### config.mk
export PLATFORM = sky130hd
export DESIGN_NAME = seq_control_unit
export DESIGN_NICKNAME = d
export VERILOG_FILES = /design/src/rtl/seq_control_unit_pkg.sv /design/src/rtl/seq_control_unit_opcode_decoder.sv /design/src/rtl/seq_control_unit.sv
export SDC_FILE = /design/constraint.sdc
export NUM_CORES = 1
export LEC_CHECK = 0
export CORE_MARGIN = 5
export CORE_UTILIZATION = 40
export DETAILED_ROUTE_END_ITERATION = 8
export PLACE_DENSITY = 0.68
export SYNTH_ARGS = -nofsm -noshare
export SYNTH_HDL_FRONTEND = slang
export SYNTH_SLANG_ARGS = --single-unit
export TNS_END_PERCENT = 50
### constraint.sdc
create_clock -name clk -period 1.6 [get_ports clk]
set_input_delay 0.16 -clock clk [delete_from_list [all_inputs] [get_ports clk]]
set_output_delay 0.16 -clock clk [all_outputs]
set_load 0.005 [all_outputs]
### src/rtl/seq_control_unit_pkg.sv
// Shared opcode map, writeback selects and FSM encoding for the sequenced control unit.
package seq_control_unit_pkg;

  localparam logic [3:0] OP_ADD    = 4'h0;
  localparam logic [3:0] OP_SUB    = 4'h1;
  localparam logic [3:0] OP_AND    = 4'h2;
  localparam logic [3:0] OP_OR     = 4'h3;
  localparam logic [3:0] OP_XOR    = 4'h4;
  localparam logic [3:0] OP_LDI_LO = 4'h5;
  localparam logic [3:0] OP_LDI_HI = 4'h6;
  localparam logic [3:0] OP_ACC_RD = 4'h7;
  localparam logic [3:0] OP_MAC4   = 4'h8;
  localparam logic [3:0] OP_CONV   = 4'hD;
  localparam logic [3:0] OP_SIGM   = 4'hE;
  localparam logic [3:0] OP_ACC    = 4'hF;

  localparam logic [1:0] WB_ALU      = 2'd0;
  localparam logic [1:0] WB_IMM_LOW  = 2'd1;
  localparam logic [1:0] WB_IMM_HIGH = 2'd2;
  localparam logic [1:0] WB_ACC      = 2'd3;

  localparam logic [1:0] ST_IDLE  = 2'd0;
  localparam logic [1:0] ST_ISSUE = 2'd1;
  localparam logic [1:0] ST_CONV  = 2'd2;

  typedef struct packed {
    logic       reg_write;
    logic       alu_src_imm;
    logic [1:0] writeback_sel;
    logic       acc_en;
    logic       is_conv;
    logic       is_illegal;
  } dec_t;

endpackage

### src/rtl/seq_control_unit_opcode_decoder.sv
// Pure combinational opcode -> control map; no state, zero latency, no flow control.
module seq_control_unit_opcode_decoder
  import seq_control_unit_pkg::*;
#(
  parameter int OPCODE_W    = 4,
  parameter int ENABLE_CONV = 1
) (
  input  logic [OPCODE_W-1:0] opcode,
  output dec_t                dec
);

  always_comb begin
    dec = '0;
    if (32'(opcode) > 32'd15) begin
      dec.is_illegal = 1'b1;
    end else begin
      case (opcode[3:0])
        OP_ADD, OP_SUB, OP_AND, OP_OR, OP_XOR, OP_MAC4, OP_SIGM: begin
          dec.reg_write     = 1'b1;
          dec.writeback_sel = WB_ALU;
        end
        OP_LDI_LO: begin
          dec.reg_write     = 1'b1;
          dec.alu_src_imm   = 1'b1;
          dec.writeback_sel = WB_IMM_LOW;
        end
        OP_LDI_HI: begin
          dec.reg_write     = 1'b1;
          dec.alu_src_imm   = 1'b1;
          dec.writeback_sel = WB_IMM_HIGH;
        end
        OP_ACC_RD: begin
          dec.reg_write     = 1'b1;
          dec.writeback_sel = WB_ACC;
        end
        OP_ACC: dec.acc_en = 1'b1;
        OP_CONV: begin
          if (ENABLE_CONV != 0) begin
            dec.is_conv       = 1'b1;
            dec.acc_en        = 1'b1;
            dec.writeback_sel = WB_ACC;
          end else begin
            dec.is_illegal = 1'b1;
          end
        end
        default: dec.is_illegal = 1'b1;
      endcase
    end
  end

endmodule

### src/rtl/seq_control_unit.sv
// Registered control sequencer: accept at edge N, controls valid in cycle N+1; conv runs CONV_TAPS steps.
// stall freezes every register; instr_ready drops during stall and on non-final conv steps.
module seq_control_unit
  import seq_control_unit_pkg::*;
#(
  parameter int OPCODE_W    = 4,
  parameter int CONV_TAPS   = 9,
  parameter int STEP_W      = 4,
  parameter int ENABLE_CONV = 1
) (
  input  logic                clk,
  input  logic                rst_n,
  input  logic                instr_valid,
  output logic                instr_ready,
  input  logic [OPCODE_W-1:0] opcode,
  input  logic                stall,
  output logic                reg_write,
  output logic                alu_src_imm,
  output logic [3:0]          alu_op,
  output logic [1:0]          writeback_sel,
  output logic                acc_en,
  output logic                acc_clr,
  output logic [STEP_W-1:0]   step_idx,
  output logic                busy,
  output logic                illegal
);

  localparam logic [STEP_W-1:0] LAST_STEP = STEP_W'(CONV_TAPS - 1);

  logic [1:0]        state_q, state_d;
  logic [STEP_W-1:0] step_q, step_d, step_nxt;
  logic              reg_write_q, reg_write_d;
  logic              alu_src_imm_q, alu_src_imm_d;
  logic [3:0]        alu_op_q, alu_op_d;
  logic [1:0]        wb_sel_q, wb_sel_d;
  logic              acc_en_q, acc_en_d;
  logic              acc_clr_q, acc_clr_d;
  logic              illegal_q, illegal_d;
  logic              last_step, accept;
  dec_t              dec;

  seq_control_unit_opcode_decoder #(
    .OPCODE_W    (OPCODE_W),
    .ENABLE_CONV (ENABLE_CONV)
  ) u_dec (
    .opcode (opcode),
    .dec    (dec)
  );

  assign last_step   = (state_q == ST_CONV) && (step_q == LAST_STEP);
  assign instr_ready = !stall && ((state_q != ST_CONV) || last_step);
  assign accept      = instr_valid && instr_ready;
  assign step_nxt    = step_q + STEP_W'(1);

  always_comb begin
    state_d       = state_q;
    step_d        = step_q;
    reg_write_d   = reg_write_q;
    alu_src_imm_d = alu_src_imm_q;
    alu_op_d      = alu_op_q;
    wb_sel_d      = wb_sel_q;
    acc_en_d      = acc_en_q;
    acc_clr_d     = acc_clr_q;
    illegal_d     = illegal_q;
    if (!stall) begin
      // Anything not re-armed below falls back to IDLE with all strobes low.
      state_d       = ST_IDLE;
      step_d        = '0;
      reg_write_d   = 1'b0;
      alu_src_imm_d = 1'b0;
      alu_op_d      = 4'd0;
      wb_sel_d      = WB_ALU;
      acc_en_d      = 1'b0;
      acc_clr_d     = 1'b0;
      illegal_d     = 1'b0;
      if (accept) begin
        alu_op_d = opcode[3:0];
        if (dec.is_illegal) begin
          illegal_d = 1'b1;
        end else begin
          state_d       = dec.is_conv ? ST_CONV : ST_ISSUE;
          reg_write_d   = dec.reg_write;
          alu_src_imm_d = dec.alu_src_imm;
          wb_sel_d      = dec.writeback_sel;
          acc_en_d      = dec.acc_en;
          acc_clr_d     = dec.is_conv;
        end
      end else if ((state_q == ST_CONV) && !last_step) begin
        state_d     = ST_CONV;
        step_d      = step_nxt;
        alu_op_d    = alu_op_q;
        acc_en_d    = 1'b1;
        wb_sel_d    = WB_ACC;
        reg_write_d = (step_nxt == LAST_STEP);
      end
    end
  end

  always_ff @(posedge clk or negedge rst_n) begin
    if (!rst_n) begin
      state_q       <= ST_IDLE;
      step_q        <= '0;
      reg_write_q   <= 1'b0;
      alu_src_imm_q <= 1'b0;
      alu_op_q      <= 4'd0;
      wb_sel_q      <= WB_ALU;
      acc_en_q      <= 1'b0;
      acc_clr_q     <= 1'b0;
      illegal_q     <= 1'b0;
    end else begin
      state_q       <= state_d;
      step_q        <= step_d;
      reg_write_q   <= reg_write_d;
      alu_src_imm_q <= alu_src_imm_d;
      alu_op_q      <= alu_op_d;
      wb_sel_q      <= wb_sel_d;
      acc_en_q      <= acc_en_d;
      acc_clr_q     <= acc_clr_d;
      illegal_q     <= illegal_d;
    end
  end

  assign reg_write     = reg_write_q;
  assign alu_src_imm   = alu_src_imm_q;
  assign alu_op        = alu_op_q;
  assign writeback_sel = wb_sel_q;
  assign acc_en        = acc_en_q;
  assign acc_clr       = acc_clr_q;
  assign step_idx      = step_q;
  assign busy          = (state_q == ST_CONV);
  assign illegal       = illegal_q;

endmodule

==> flow_summary.yaml, run 1 <==
yosys:
  synth-simple-area-share_pct: 21.96
  synth_mux_area_share_pct: 2.319
  synthMostInstantiatedCell: "nand2_1"
  synth_edf_count: 0
  synthTopCellsByCount: "nand2_1 (19), dfrtp_1 (17), o21ai_0 (11)"
  syn-num-nets: 106
  synth_top_family_by_area: "simple AND/OR/NAND/NOR gates"
  synth_top_cell_area_share_pct: 46.38
  syn_avg_cell_area_um2: 9.654
  synth_area_um2: 917.1
  synth.distinct_cells: 33
  synth_compound_area_share_pct: 17.05
  yosysWarnings: 0
  synthCells: 95
  ys_ff_latch: 17
  async_flop_share_pct: 100.0
  ys_seq_area_share_pct: 46.38
  synthXorXnorAreaFrac_pct: 3.820
  synth_area_leaders: "dfrtp_1 (46%), nand2_1 (7.8%), o21ai_0 (6.0%)"
  yosys.area.top_type: "dfrtp_1"
  synth_top_flop_cell: "dfrtp_1"
  synthAdderAreaFrac_pct: 4.093
finish:
  drive_above_1_share_pct: 19.05
  diodes: 0
  final_cells: 154
  nNetsFinal: 138
  fill_cells: 199
  syn_to_final_growth_pct: 38.20
  final_core_util_pct: 57.85
power:
  leakage_nw: 0.5702
  pwr-share-seq_pct: 52.0
  ir_drop_v: 0.0005524
  switching_share_pct: 26.30
  clockPowerShare_pct: 24.0
  p_sw_uw: 242.9
  p_int_uw: 680.9
  combPwrFrac_pct: 24.0
  p_per_area_mw_per_mm2: 728.8
sta:
  fin_crit_sh_pct: 92.04
  maxSlewViolCount: 0
  fin_skew_ps: 4.779
  rsz0062_at_grt: "false"
  fin_crit_ps: 1473
  worstMarginPinSlew_ps: 296.6
  tns_ps: 0
  hold-worst-slack_ps: 184.5
  fmax_mhz: 679.1
  relSlewSlack_pct: 79.95
  setup_violations: 0
  hold_viol: 0
setup_path:
  worstSetupEndpointType: "flop"
  crit_slowest_cell: "dfrtp_1"
  reg2reg_setup_slack_ps: 130
  reg2reg_to: "alu_op[2]$_DFFE_PN0P_"
  required_ps: 1770
  crit_fanout: 5
  crit_type: "flop to flop"
  path_cells: "inv_2 > ha_4 > nand3b_4 > a21oi_4 > buf_4 > mux2_2"
  worstReg2RegStart: "step_idx[0]$_DFFE_PN0N_"
  r2r_cells: 6
  critPathLaunchType: "flop"
  crit_family: "flip-flops"
  max_stage_delay_ps: 400
  arrival_ps: 1650
  cp_num_buf_inv: 2
global_routing:
  grt-ovfl-total: 0
  grt_max_degree: 18
  globalRouteTotalUtil_pct: 12.33
  grt_pass1_vias: 752
  met1_usage_pct: 15.49
  grt.busiest_layer: "met2"
  grt_pass1_wl_mm: 3.249
  met2_usage_pct: 20.81
  grt_antenna_before_repair: 0
  met3_usage_pct: 2.895
floorplanning:
  coreArea_mm2: 0.002191
  die_h_um: 57.89
  start_util_pct: 41.86
  fp.dieW_um: 57.89
  rows: 17
  die_area_mm2: 0.003351
  ios: 25
clock_tree:
  cts_tree: "done"
  root_buffer: "clkbuf_4"
  cts_buffer_depth: 2
  clk_pin_slew_ps: 90
  clock_sinks: 17
  cts_buffers: 3
  post-cts-setup-buffers: 0
  cts_max_level: 1
  clk_latency_ps: 280
placement:
  place_congestion: 0.8017
  hpwlAfterDp_mm: 1.534
  port_buffers: 24
  placed_cells: 150
run:
  max_cap_violations: 0
route:
  viasPerCell: 5.104
  drt_iter0_markers: 13
  routed_wl_mm: 1.969
  vias: 786
  dr.pass1.iters: 6
  remaining_drc_errors: 0
  ant_nets: 0
  wl_per_cell_um: 12.79
worst_hold_path:
  hold_class: "input pin to async pin"
run_status:
  status: "finished clean"
==> layout by cell type, fill, tap and decap left out, drive strengths merged <==
master and n:
o221ai 1, nor3 1, nand3 5, dfrtp 17
clkdlybuf4s50 22, a311oi 1, nand3b 2, and2b 1
a31oi 2, a211oi 1, nor4b 1, xnor2 1
o21bai 1, buf 10, a21o 2, clkbuf 4
mux2 1, inv 4, xor2 3, a21oi 3
nand2 20, or3 2, o21ai 11, nor2 1
ha 3, dlygate4sd2 1, nand4b 1, and2 2
mux2i 1, o21a 1
==> registers in the layout, summed over array words and instances (netlist names) <==
signal,flops
alu_op,4
step_idx,4
state_q,2
writeback_sel,2
acc_clr,1
acc_en,1
alu_src_imm,1
illegal,1
reg_write,1
==> per-stage QoR <==
stage / cell area [µm²] / total power, mW / setup WS, ps
after global placement: 1235 / 0.7075 / 39.52
after floorplan: 917.1 / 0.5830 / 81.65
after CTS: 1264 / 0.9345 / 24.49
final: 1267 / 0.9238 / 127.4
after global routing: 1267 / 0.9763 / 9.005
after detailed placement: 1235 / 0.7124 / 19.24
==> power groups by stage <==
stage | Combinational, mW | Sequential [mW] | Clock, mW
detailed placement | 0.224 | 0.488 | 0
finish | 0.222 | 0.480 | 0.222
global route | 0.247 | 0.484 | 0.246
global placement | 0.220 | 0.487 | 0
CTS | 0.225 | 0.480 | 0.230
floorplan | 0.0914 | 0.492 | 0
==> layout make-up <==
| class | instances | area [µm²] | share of cell area (%) |
|---|---|---|---|
| multi-input combinational | 68 | 464.2 | 36.62 |
| sequential | 17 | 425.4 | 33.56 |
| timing repair buffer | 33 | 301.5 | 23.79 |
| tap | 28 | 35.03 | 2.764 |
| clock buffer | 4 | 26.28 | 2.073 |
| inverter | 4 | 15.01 | 1.185 |
==> logic make-up after synthesis <==
group / count (synthesis)
DFF: 17
adders and majority gates: 3
and+or+nand+nor: 36
muxes: 2
buffers and inverters: 10
AOI/OAI and AO/OA: 23
xor gates and xnor gates: 4
==> metal layers <==
metal | vias up | part of all wire, %
li1 | 388 | -
met1 | 368 | 44
met2 | 26 | 49
met3 | 4 | 6.1
met4 | 0 | 1.1
met5 | - | 0
==> how the worst max path moves through the flow <==
stage	slack, ps	endpoint	cells past startpoint	startpoint
floorplan	80	writeback_sel[0]$_DFFE_PN0N_	7	step_idx[0]$_DFFE_PN0N_
global placement	40	instr_ready	5	step_idx[0]$_DFFE_PN0N_
detailed placement	20	instr_ready	5	step_idx[0]$_DFFE_PN0N_
CTS	20	instr_ready	5	step_idx[0]$_DFFE_PN0N_
global route	9	illegal$_DFFE_PN0N_	7	step_idx[0]$_DFFE_PN0N_
finish	130	alu_op[2]$_DFFE_PN0P_	6	step_idx[0]$_DFFE_PN0N_
==> timing repair <==
item | in CTS | in global routing
endpoints found under the hold margin | 0 | 0
pin swaps | 1 | 1
hold buffers | 0 | 0
endpoints found under the setup margin | 2 | 2
resized for setup | 5 | 4
No activity file was read; power rests on OpenSTA's default activity.
==> inputs of run 2 (changes only) <==
--- a/config.mk
+++ b/config.mk
@@ -5,7 +5,7 @@
 export SDC_FILE = /design/constraint.sdc
 export NUM_CORES = 1
 export LEC_CHECK = 0
-export CORE_MARGIN = 5
+export CORE_MARGIN = 4
 export CORE_UTILIZATION = 40
 export DETAILED_ROUTE_END_ITERATION = 8
 export PLACE_DENSITY = 0.68
==> run 2 against run 1 <==
Against the previous run: cell count increased by 1.3%; non-clock buffer count increased by 2; worst setup slack got worse by 13 ps; cell area increased by 0.69%; routed wire length decreased by 1.6%; sequential power about the same; die area decreased by 6.8%; clock skew decreased by 1.6 ps; sequential cell count unchanged; critical path depth increased by 1; register-to-register slack about the same; largest power group unchanged.
==> flow_summary.yaml, run 2 (synthesized netlist as in run 1, its figures left out) <==
clock_tree:
  clock_sinks: 17
  clk_pin_slew_ps: 90
  cts_buffers: 3
  cts_tree: "done"
  clk_latency_ps: 280
  cts_buffer_depth: 2
  hold_buffers: 0
  root_buffer: "clkbuf_4"
  cts_max_level: 1
sta:
  worstMarginPinSlew_ps: 298.7
  rsz0062_at_grt: "false"
  fmax_mhz: 673.1
  hold_viol: 0
  fin_skew_ps: 3.185
  fin_crit_ps: 1486
  fin_crit_sh_pct: 92.86
  maxSlewViolCount: 0
  setup_violations: 0
  relSlewSlack_pct: 80.02
  tns_ps: 0
floorplanning:
  die_h_um: 55.89
  ios: 25
  die_area_mm2: 0.003123
  rows: 17
  start_util_pct: 41.86
  fp.dieW_um: 55.89
  coreArea_mm2: 0.002191
setup_path:
  required_ps: 1800
  reg2reg_setup_slack_ps: 110
  r2r_cells: 7
  reg2reg_to: "reg_write$_DFFE_PN0N_"
  worstSetupEndpointType: "flop"
  critPathLaunch: "step_idx[0]$_DFFE_PN0N_"
  crit_fanout: 4
  worstReg2RegStart: "step_idx[0]$_DFFE_PN0N_"
  crit_type: "flop to flop"
  critPathLaunchType: "flop"
  arrival_ps: 1690
route:
  wl_met3_um: 109
  highest_layer: "met4"
  drt_iter0_markers: 19
  met1_length_um: 899
  routed_wl_mm: 1.938
  dr.pass1.iters: 4
  wl_met2_um: 916
  ant_nets: 0
  wl_per_cell_um: 12.42
  remaining_drc_errors: 0
  viasPerCell: 5.019
  vias: 783
power:
  switching_share_pct: 25.77
  p_int_uw: 681.4
  combPwrFrac_pct: 24.1
  p_sw_uw: 236.6
  pwr-share-seq_pct: 52.3
  power_uw: 917.9
  clockPowerShare_pct: 23.6
  leakage_nw: 0.5901
  p_per_area_mw_per_mm2: 719.3
  ir_drop_v: 0.0004557
placement:
  place_congestion: 0.8188
  port_buffers: 24
  hpwlAfterDp_mm: 1.529
global_routing:
  grt_max_degree: 18
  grt_antenna_before_repair: 0
  grt-ovfl-total: 0
  globalRouteTotalUtil_pct: 13.42
  grt_pass1_vias: 736
  grt_pass1_wl_mm: 3.339
run:
  max_cap_violations: 0
finish:
  final_core_util_pct: 58.25
  fill_cells: 200
  drive_above_1_share_pct: 18.75
  mostFrequentLayoutCell: "clkdlybuf4s50_1"
  nNetsFinal: 140
  mostFrequentLayoutCells: "clkdlybuf4s50_1 (22), nand2_1 (19), dfrtp_1 (17)"
  syn_to_final_growth_pct: 39.15
  diodes: 0
worst_hold_path:
  hold_class: "input pin to async pin"
run_status:
  status: "finished clean"
==> run 2: changes by cell type in the layout (fill, tap and decap cells not counted), sizes merged <==
cell          delta
clkbuf           +1
buf              +1
dlygate4sd2      -1
dlymetal6s2s     +1
==> run 2: per-layer routing <==
layer / track usage, % / vias to the layer above
met5: 0 / -
met4: 4.068 / 0
met3: 2.784 / 2
met2: 22.13 / 22
met1: 17.68 / 364
li1: - / 395
==> run 2: worst max-delay path by stage <==
stage / end / cells after the start
5_1_grt: writeback_sel[0]$_DFFE_PN0N_ / 6
6_report: reg_write$_DFFE_PN0N_ / 7
3_5_place_dp: instr_ready / 5
2_1_floorplan: writeback_sel[0]$_DFFE_PN0N_ / 7
4_1_cts: busy / 2
3_3_place_gp: instr_ready / 5
==> run 2: layout make-up <==
type / instances / area (µm²) / share of cell area (%)
clock buffers: 4 / 26.28 / 2.059
inverters: 4 / 15.01 / 1.176
repair buffers: 35 / 320.3 / 25.10
flip-flops and latches: 17 / 425.4 / 33.33
well taps: 28 / 35.03 / 2.745
multi-input cells: 68 / 454.2 / 35.59
==> run 2: worst max-delay path, stage by stage (launching register included) <==
cell and delay, ps:
dfrtp_1 360, inv_1 50, ha_2 190, nand3b_4 100, buf_4 120, nand2_4 50
or3_4 370, o221ai_2 180
==> run 2: power groups by stage <==
stage                     clock network, mW  logic, mW  registers, mW
final                                 0.217      0.221          0.480
after global routing                  0.246      0.247          0.486
after CTS                             0.227      0.226          0.481
after detailed placement                  0      0.222          0.489
after global placement                    0      0.220          0.487
after floorplan                           0     0.0914          0.492
==> run 2: per-stage QoR <==
| stage | cell area (µm²) | cells | hold slack [ps] | worst slack (ps) |
|---|---|---|---|---|
| global placement | 1242 | 151 | 469.2 | 63.61 |
| CTS | 1279 | 156 | 201.0 | 12.74 |
| floorplan | 917.1 | 95 | -135.6 | 81.65 |
| detailed placement | 1242 | 151 | 472.1 | 43.74 |
| finish | 1276 | 156 | 197.3 | 114.3 |
| global route | 1276 | 156 | 211.1 | 22.61 |
==> run 2: repair_timing <==
action,4_1_cts,5_1_grt
cloned,0,0
gates resized for setup,3,2
endpoints found under the setup margin,2,2
pin swaps,0,0
buffers inserted,1,0
==> inputs of run 3 (changes only) <==
--- a/config.mk
+++ b/config.mk
@@ -6,9 +6,8 @@
 export NUM_CORES = 1
 export LEC_CHECK = 0
 export CORE_MARGIN = 4
-export CORE_UTILIZATION = 40
+export CORE_UTILIZATION = 33
 export DETAILED_ROUTE_END_ITERATION = 8
-export PLACE_DENSITY = 0.68
 export SYNTH_ARGS = -nofsm -noshare
 export SYNTH_HDL_FRONTEND = slang
 export SYNTH_SLANG_ARGS = --single-unit
==> run 3 against run 2 <==
Against the previous run: combinational power is 5% higher; worst setup slack worse by 8.7 ps; core utilization is 7.8 points lower; largest cell class unchanged; highest routed layer unchanged; routed wire length is 3.4% higher; global-route usage is 0.96 points lower; critical path depth is 2 lower; sequential share of layout area is 0.48 points lower; sequential power hardly changed; maximum frequency is 0.58% lower.
==> flow_summary.yaml, run 3 (synthesized netlist as in run 1, its figures left out) <==
run_status:
  status: "finished clean"
finish:
  drive_above_1_share_pct: 20.77
  syn_to_final_growth_pct: 41.20
  diodes: 0
  mostFrequentLayoutCells: "clkdlybuf4s50_1 (22), nand2_1 (19), dfrtp_1 (17)"
  mostFrequentLayoutCell: "clkdlybuf4s50_1"
  nNetsFinal: 142
  fill_cells: 263
route:
  drt_iter0_markers: 7
  remaining_drc_errors: 0
  viasPerCell: 4.956
  wl_per_cell_um: 12.53
  dr.pass1.iters: 4
  vias: 793
  routed_wl_mm: 2.004
  ant_nets: 0
placement:
  place_congestion: 0.8400
  hpwlAfterDp_mm: 1.505
  port_buffers: 24
  pre_cts_ws_ps: 2.226
clock_tree:
  cts_buffers: 3
  root_buffer: "clkbuf_4"
  clk_latency_ps: 290
  hold_buffers: 0
  cts_max_level: 1
  clock_sinks: 17
  cts_buffer_depth: 2
  clk_pin_slew_ps: 100
  cts_tree: "done"
global_routing:
  grt_pass1_wl_mm: 3.346
  grt-ovfl-total: 0
  grt.busiest_layer: "met1"
  met1_usage_pct: 18.27
  globalRouteTotalUtil_pct: 12.46
  grt_max_degree: 24
  met3_usage_pct: 2.553
  met2_usage_pct: 17.56
  grt_pass1_vias: 745
  grt_antenna_before_repair: 0
floorplanning:
  fp.dieW_um: 60.72
  coreArea_mm2: 0.002567
  die_area_mm2: 0.003686
  start_util_pct: 35.72
  die_h_um: 60.72
  ios: 25
  rows: 18
sta:
  fmax_mhz: 669.1
  worstMarginPinSlew_ps: 280.5
  rsz0062_at_grt: "false"
  maxSlewViolCount: 0
  tns_ps: 0
  fin_skew_ps: 5.259
  fin_ws_ps: 105.5
  fin_crit_ps: 1494
  setup_violations: 0
  relSlewSlack_pct: 81.30
  hold_viol: 0
  fin_crit_sh_pct: 93.40
power:
  p_per_area_mw_per_mm2: 727.8
  leakage_nw: 0.6027
  ir_drop_v: 0.0005205
setup_path:
  crit_slowest_cell: "dfrtp_1"
  max_stage_delay_ps: 390
  critPathLaunchType: "flop"
  required_ps: 1440
  path_cells: "inv_1 > ha_2 > nand3b_4 > a21oi_4 > buf_2"
  crit_fanout: 3
  arrival_ps: 1330
  worstSetupEndpointType: "primary output"
  crit_type: "flop to primary output"
run:
  max_cap_violations: 0
worst_hold_path:
  hold_class: "input pin to async pin"
## run 3: power breakdown
group | switching [mW] | internal (mW) | total (mW)
Combinational | 0.103 | 0.130 | 0.233
Sequential | 0.0161 | 0.462 | 0.478
Clock | 0.139 | 0.0930 | 0.232
Total | 0.258 | 0.685 | 0.943
## run 3: path summary, 6_finish.rpt
check,depth (start not counted),end,startpoint,slack (ps)
min in group clk,2,state_q[1]$_DFFE_PN0N_,state_q[1]$_DFFE_PN0N_,490
hold / removal,2,alu_op[3]$_DFFE_PN0P_,rst_n,180
max in group asynchronous,2,step_idx[3]$_DFFE_PN0N_,rst_n,1220
setup / recovery,5,instr_ready,step_idx[1]$_DFFE_PN0N_,110
hold reg to reg,2,state_q[1]$_DFFE_PN0N_,state_q[1]$_DFFE_PN0N_,490
setup reg to reg,6,alu_op[2]$_DFFE_PN0P_,step_idx[1]$_DFFE_PN0N_,120
## run 3: repair_timing
action                     in CTS  in global routing
hold endpoints to repair        0                  0
setup endpoints to repair       2                  3
setup buffers                   2                  0
pin swaps                       2                  0
resized for setup               5                  3
## run 3: area by class of cell
cell class / instances / area (µm²) / share of cell area (%)
clock buffers: 3 / 22.52 / 1.739
repair buffers: 37 / 335.3 / 25.89
flip-flops and latches: 17 / 425.4 / 32.85
multi-input cells: 68 / 454.2 / 35.07
well taps: 30 / 37.54 / 2.899
clock inverters: 1 / 5.005 / 0.3865
inverters: 4 / 15.01 / 1.159
## run 3: per-layer routing
| metal | wire length [µm] | up-vias |
|---|---|---|
| li1 | - | 400 |
| met1 | 977 | 361 |
| met2 | 854 | 27 |
| met3 | 138 | 5 |
| met4 | 34 | 0 |
| met5 | 0 | - |
## run 3: critical path: cells and delay by family, from the launching register on
family / cells / cell delay (ps)
simple gates: 1 / 110
buf+inv: 2 / 190
fa+ha+maj: 1 / 190
compound gates: 1 / 160
flops: 1 / 390
## run 3: stage by stage
stage | hold slack, ps | instance area [µm²] | utilization (%) | std cells | power, mW
final | 180.3 | 1295 | 50.44 | 160 | 0.9425
after global routing | 185.7 | 1295 | 50.44 | 160 | 1.006
after CTS | 181.1 | 1292 | 50.34 | 160 | 0.9560
after detailed placement | 474.6 | 1252 | 48.78 | 154 | 0.7155
after global placement | 465.4 | 1252 | 48.78 | 154 | 0.7134
after floorplan | -135.6 | 917.1 | - | 95 | 0.5830
